<file path="config.mk">
export PLATFORM = sky130hd
export DESIGN_NAME = velocity_resolver
export DESIGN_NICKNAME = d
export VERILOG_FILES = /design/src/rtl/velocity_resolver.sv
export SDC_FILE = /design/constraint.sdc
export NUM_CORES = 2
export LEC_CHECK = 0
export CORE_ASPECT_RATIO = 1.2
export CORE_MARGIN = 1.5
export CORE_UTILIZATION = 60
export DETAILED_ROUTE_END_ITERATION = 6
export PLACE_DENSITY = 0.86
export SYNTH_ARGS = -nofsm -noshare
export SYNTH_HDL_FRONTEND = slang
export SYNTH_SLANG_ARGS = --single-unit
</file>
<file path="constraint.sdc">
create_clock -name clk -period 13 [get_ports clk]
set_input_delay 1.95 -clock clk [delete_from_list [all_inputs] [get_ports clk]]
set_output_delay 1.95 -clock clk [all_outputs]
set_load 0.03 [all_outputs]
</file>
<file path="src/rtl/velocity_resolver.sv">
// velocity_resolver: speed/pitch/heading to Cartesian Q16.16 velocity.
// One shared multiplier and a quarter-wave sine ROM, sequenced by a fixed FSM.
module velocity_resolver #(
    parameter int DATA_WIDTH = 32,
    parameter int FRAC_BITS  = 16,
    parameter int LUT_WIDTH  = 17
) (
    input  logic                  clk,
    input  logic                  reset,
    input  logic                  request_velocities,
    output logic                  velocities_ready,
    output logic                  busy,
    input  logic [DATA_WIDTH-1:0] speed,
    input  logic [DATA_WIDTH-1:0] pitch,
    input  logic [DATA_WIDTH-1:0] heading,
    output logic [DATA_WIDTH-1:0] v_x,
    output logic [DATA_WIDTH-1:0] v_y,
    output logic [DATA_WIDTH-1:0] v_z
);

    localparam int INT_BITS = DATA_WIDTH - FRAC_BITS;
    localparam int PROD_W   = 2 * DATA_WIDTH;
    localparam logic signed [INT_BITS-1:0] FULL_TURN = 360;

    localparam int SIN_ROM [0:90] = '{
        0, 1144, 2287, 3430, 4572, 5712, 6850, 7987, 9121, 10252,
        11380, 12505, 13626, 14742, 15855, 16962, 18064, 19161, 20252, 21336,
        22415, 23486, 24550, 25607, 26656, 27697, 28729, 29753, 30767, 31772,
        32768, 33754, 34729, 35693, 36647, 37590, 38521, 39441, 40348, 41243,
        42126, 42995, 43852, 44695, 45525, 46341, 47143, 47930, 48703, 49461,
        50203, 50931, 51643, 52339, 53020, 53684, 54332, 54963, 55578, 56175,
        56756, 57319, 57865, 58393, 58903, 59396, 59870, 60326, 60764, 61183,
        61584, 61966, 62328, 62672, 62997, 63303, 63589, 63856, 64104, 64332,
        64540, 64729, 64898, 65048, 65177, 65287, 65376, 65446, 65496, 65526,
        65536
    };

    typedef enum logic [2:0] {
        IDLE, LUT_P, LUT_H, MUL_H, MUL_Y, MUL_X, MUL_Z, DONE
    } state_t;

    state_t state, state_n;

    logic [DATA_WIDTH-1:0] speed_q;
    logic [8:0]            pitch_a, head_a;
    logic [DATA_WIDTH-1:0] sin_p, cos_p, sin_h, cos_h;
    logic [DATA_WIDTH-1:0] h, shadow_x, shadow_y;

    logic signed [DATA_WIDTH-1:0] op_a, op_b;
    logic signed [PROD_W-1:0]     prod;
    logic [DATA_WIDTH-1:0]        mul_q;

    // Single correction step: one add or subtract of a full turn.
    function automatic logic [8:0] wrap_angle(input logic [INT_BITS-1:0] a);
        logic signed [INT_BITS-1:0] i;
        logic signed [INT_BITS-1:0] w;
        i = $signed(a);
        if (i < 0)
            w = i + FULL_TURN;
        else if (i >= FULL_TURN)
            w = i - FULL_TURN;
        else
            w = i;
        return 9'(w);
    endfunction

    function automatic logic [DATA_WIDTH-1:0] sin_q(input logic [8:0] a);
        logic [8:0]            k;
        logic                  neg;
        logic [LUT_WIDTH-1:0]  mag;
        logic [DATA_WIDTH-1:0] m;
        neg = 1'b0;
        if (a <= 9'd90) begin
            k = a;
        end else if (a <= 9'd180) begin
            k = 9'd180 - a;
        end else if (a <= 9'd270) begin
            k   = a - 9'd180;
            neg = 1'b1;
        end else begin
            k   = 9'd360 - a;
            neg = 1'b1;
        end
        mag = (k <= 9'd90) ? LUT_WIDTH'(SIN_ROM[k[6:0]]) : '0;
        m   = {{(DATA_WIDTH-LUT_WIDTH){1'b0}}, mag};
        return neg ? -m : m;
    endfunction

    function automatic logic [DATA_WIDTH-1:0] cos_q(input logic [8:0] a);
        logic [9:0] t;
        t = {1'b0, a} + 10'd90;
        if (t >= 10'd360)
            t = t - 10'd360;
        return sin_q(9'(t));
    endfunction

    always_comb begin
        op_a = $signed(speed_q);
        op_b = $signed(cos_p);
        case (state)
            MUL_Y: op_b = $signed(sin_p);
            MUL_X: begin
                op_a = $signed(h);
                op_b = $signed(sin_h);
            end
            MUL_Z: begin
                op_a = $signed(h);
                op_b = $signed(cos_h);
            end
            default: ;
        endcase
    end

    assign prod  = PROD_W'(op_a) * PROD_W'(op_b);
    assign mul_q = prod[FRAC_BITS +: DATA_WIDTH];

    logic unused_bits;
    assign unused_bits = ^{speed[DATA_WIDTH-1],
                           pitch[FRAC_BITS-1:0],
                           heading[FRAC_BITS-1:0],
                           prod[PROD_W-1:FRAC_BITS+DATA_WIDTH],
                           prod[FRAC_BITS-1:0]};

    always_ff @(posedge clk or negedge reset) begin
        if (!reset)
            state <= IDLE;
        else
            state <= state_n;
    end

    always_comb begin
        state_n          = state;
        velocities_ready = 1'b0;
        busy             = 1'b0;
        case (state)
            IDLE:  if (request_velocities) state_n = LUT_P;
            LUT_P: state_n = LUT_H;
            LUT_H: state_n = MUL_H;
            MUL_H: state_n = MUL_Y;
            MUL_Y: state_n = MUL_X;
            MUL_X: state_n = MUL_Z;
            MUL_Z: state_n = request_velocities ? DONE : IDLE;
            DONE:  if (!request_velocities) state_n = IDLE;
            default: state_n = IDLE;
        endcase
        if (state == DONE)
            velocities_ready = 1'b1;
        if (state != IDLE && state != DONE)
            busy = 1'b1;
    end

    // Outputs move only on the MUL_Z edge; every other state works on internals.
    always_ff @(posedge clk or negedge reset) begin
        if (!reset) begin
            speed_q  <= '0;
            pitch_a  <= '0;
            head_a   <= '0;
            sin_p    <= '0;
            cos_p    <= '0;
            sin_h    <= '0;
            cos_h    <= '0;
            h        <= '0;
            shadow_x <= '0;
            shadow_y <= '0;
            v_x      <= '0;
            v_y      <= '0;
            v_z      <= '0;
        end else begin
            case (state)
                IDLE: begin
                    if (request_velocities) begin
                        speed_q <= {1'b0, speed[DATA_WIDTH-2:0]};
                        pitch_a <= wrap_angle(pitch[DATA_WIDTH-1:FRAC_BITS]);
                        head_a  <= wrap_angle(heading[DATA_WIDTH-1:FRAC_BITS]);
                    end
                end
                LUT_P: begin
                    sin_p <= sin_q(pitch_a);
                    cos_p <= cos_q(pitch_a);
                end
                LUT_H: begin
                    sin_h <= sin_q(head_a);
                    cos_h <= cos_q(head_a);
                end
                MUL_H: h        <= mul_q;
                MUL_Y: shadow_y <= mul_q;
                MUL_X: shadow_x <= mul_q;
                MUL_Z: begin
                    v_x <= shadow_x;
                    v_y <= shadow_y;
                    v_z <= -mul_q;
                end
                default: ;
            endcase
        end
    end

endmodule

</file>
==> metrics.txt <==
postcts setup bufs=0; Initial DRC Count=~5,600; post-route clock period utilization=between 90% and 100%; setup_tns=0 ns; critical path peak fanout=56; critical path's top delay family=adder cells; Synth Cell Area=about 57,000 um^2; drt total wl=between 150,000 and 200,000 um; Crit. Startpoint=state[0]; Synth Instances=6,833; CP required=~13 ns; sequential-to-total area share from yosys stat=approximately 16%; vias in the first global route=54,100; Synth Flop Type=dfrtp_1; DR pass1 iterations=7; failing checks=DRC; GRT Resource Usage Total=39.6%; commonest cells in the netlist=nand2_1 (1,197), inv_1 (879), fa_1 (838); clk_lat worst skew=0.62 ns; Slew Viols, Final=0; Synth cell types=123; most frequent cell after synthesis=nand2_1; worst-case reg-to-reg path depth=35; Max transition margin=10.1%; synthesis-stage register bit count=~370; initial core utilization=between 60% and 70%; I/O pin cnt=about 200; die width=285 um; # setup viols final=0; share of the synthesized area in the top cell type=between 20% and 30%; CTS tree=built; Crit. path cell count=35; Crit path top cell by count=fa_1; row count=between 100 and 150; antenna violations before repair=9; Buffers on Ports=roughly 160; Arrival @ worst endpoint=approximately 13 ns; Clock Root Buffer=clkbuf_16; Crit path largest cell delay=about 0.84 ns; status=finished with violations; Layout area overhead=7.33%; hold path start=sin_p[18]; H-Tree Depth=2; Slowest-stage cell, CP=mux2i_1; # hold bufs at CTS=0; top post-synthesis cells by area=fa_1 (29%), dfrtp_1 (16%), nand2_1 (7.8%); hold depth=1; number of remaining DRC errors=12; worst-margin pin slew=1.33 ns; register clock-pin slew on the reported worst setup and hold paths=about 0.060 ns; area leader, netlist=fa_1; nets@finish=around 8,000; Syn Nets=between 8,000 and 9,000; Post-DP HPWL=around 150,000 um; Tmin final=between 10 and 15 ns; CTS sink cnt=roughly 370; die area=between 90,000 and 100,000 um^2; Die Ht=approximately 340 um; largest net degree at the start of global routing=roughly 150; final-report hold violation count=0; unrepaired setup endpoints after global routing=false; Via density=between 6 and 7; clock skew=roughly 0.042 ns; Avg Synthesized Cell Area=8.39 um^2; gr ovfl total=0; vias=roughly 52,000; async set or reset register ratio after synthesis=100%; worst setup path class=flip-flop to flip-flop; GP Congestion=around 1; Wirelength per Cell=around 24 um; TritonCTS Buffers=40; R2R Path Start=state[0]; first-pass GRT wire length=approximately 300,000 um; Post-synth EDFFs=0; Synth Warn #=0; worst-case clock buffer depth=3; DRT antenna net count=0; core area=95,000 um^2; Min-Delay Path Class=flip-flop to flip-flop; max-cap violations=0; crit path buf inv count=5; layout cells sized above 1=around 6.9%; fmax=0.0805 GHz; Worst Setup Start Kind=flip-flop; Critical Path End Type=flip-flop; Post-CTS Resized=0
final timing paths:
kind	slack, ns	end
hold / removal	0.47	sin_p[18]
setup / recovery	0.57	v_z[31]
hold reg to reg	0.47	sin_p[18]
setup reg to reg	0.57	v_z[31]
max in group asynchronous	9.47	v_y[4]
min in group asynchronous	1.37	pitch_a[4]
worst register-to-register path: cells and delay by family, from the launching register on:
kind	cells	cell delay, ns
AO/OA/AOI/OAI	11	3.34
buffers and inverters	5	0.80
AND/OR/NAND/NOR	7	1.41
adder cells (fa/ha/maj)	9	4.28
multiplexers	1	0.92
XOR/XNOR	2	0.87
flip-flops	1	0.68
cells by family after synthesis:
| family | Yosys count | share of synthesized area, % |
|---|---|---|
| AND/OR/NAND/NOR | 2280 | 17.0 |
| buffers and inverters | 1334 | 9.02 |
| adder cells (fa/ha/maj) | 1088 | 34.7 |
| flip-flops | 372 | 16.2 |
| AO/OA/AOI/OAI | 1396 | 16.8 |
| XOR/XNOR | 203 | 3.13 |
| multiplexers | 160 | 3.16 |
metal layers:
metal | vias up | global-route usage, % | wire length (um)
li1 | 22300 | - | -
met1 | 25800 | 45.1 | 65100
met2 | 3171 | 66.4 | 92300
met3 | 1025 | 8.26 | 18000
met4 | 12 | 28.6 | 16900
met5 | - | 0 | 118
sequential cells by signal (all words and copies together), names as in the netlist:
name and count:
sin_p 32, sin_h 32, v_z 32, state 3, pitch_a 9, v_y 32
cos_h 32, head_a 9, cos_p 32, shadow_x 32, v_x 32, shadow_y 32
h 32, speed_q 31
per-stage QoR:
step                utilization, %  std cells  hold slack [ns]  setup slack [ns]  cell area [um^2]
floorplan                        -       6833            0.439              1.92             57300
global placement              63.3       7972            0.454              1.12             60100
detailed placement            63.3       7972            0.464              1.01             60100
CTS                           64.8       8042            0.478             0.960             61500
global route                  64.8       8044            0.484            0.0564             61500
finish                        64.8       8044            0.474             0.571             61500
layout make-up:
cell class | instances | area, um^2
Sequential cell | 372 | 9310
Timing Repair Buffer | 318 | 2810
Clock inverter | 20 | 325
Clock buffer | 50 | 1120
Inverter | 895 | 3360
Fill cell | 7555 | 33400
Antenna cell | 2 | 5.00
Tap cell | 1260 | 1580
Multi-Input combinational cell | 5127 | 43000
cells in the final DEF, fill, tap and decap left out, types with 29 or more instances in the layout:
cell type	synthesis	layout
nand2_1	1197	1191
inv_1	879	879
fa_1	838	838
nor2_1	613	611
dfrtp_1	372	370
o21ai_0	359	358
ha_1	250	250
a21oi_1	227	225
clkdlybuf4s50_1	0	162
buf_4	6	154
xnor2_1	142	139
nor3_1	93	91
nand3_1	92	91
o211ai_1	83	83
a21o_1	83	83
mux2_2	82	82
mux2i_1	68	65
a211oi_1	65	64
a31oi_1	61	61
xor2_1	59	57
and2_1	46	46
clkbuf_16	0	40
a311oi_1	38	37
o21ai_1	36	35
a22oi_1	34	33
and3_1	32	31
a22o_1	29	29
Power is not shown: default switching activity piles up to over one toggle a cycle in this logic, so the estimate is an artifact.
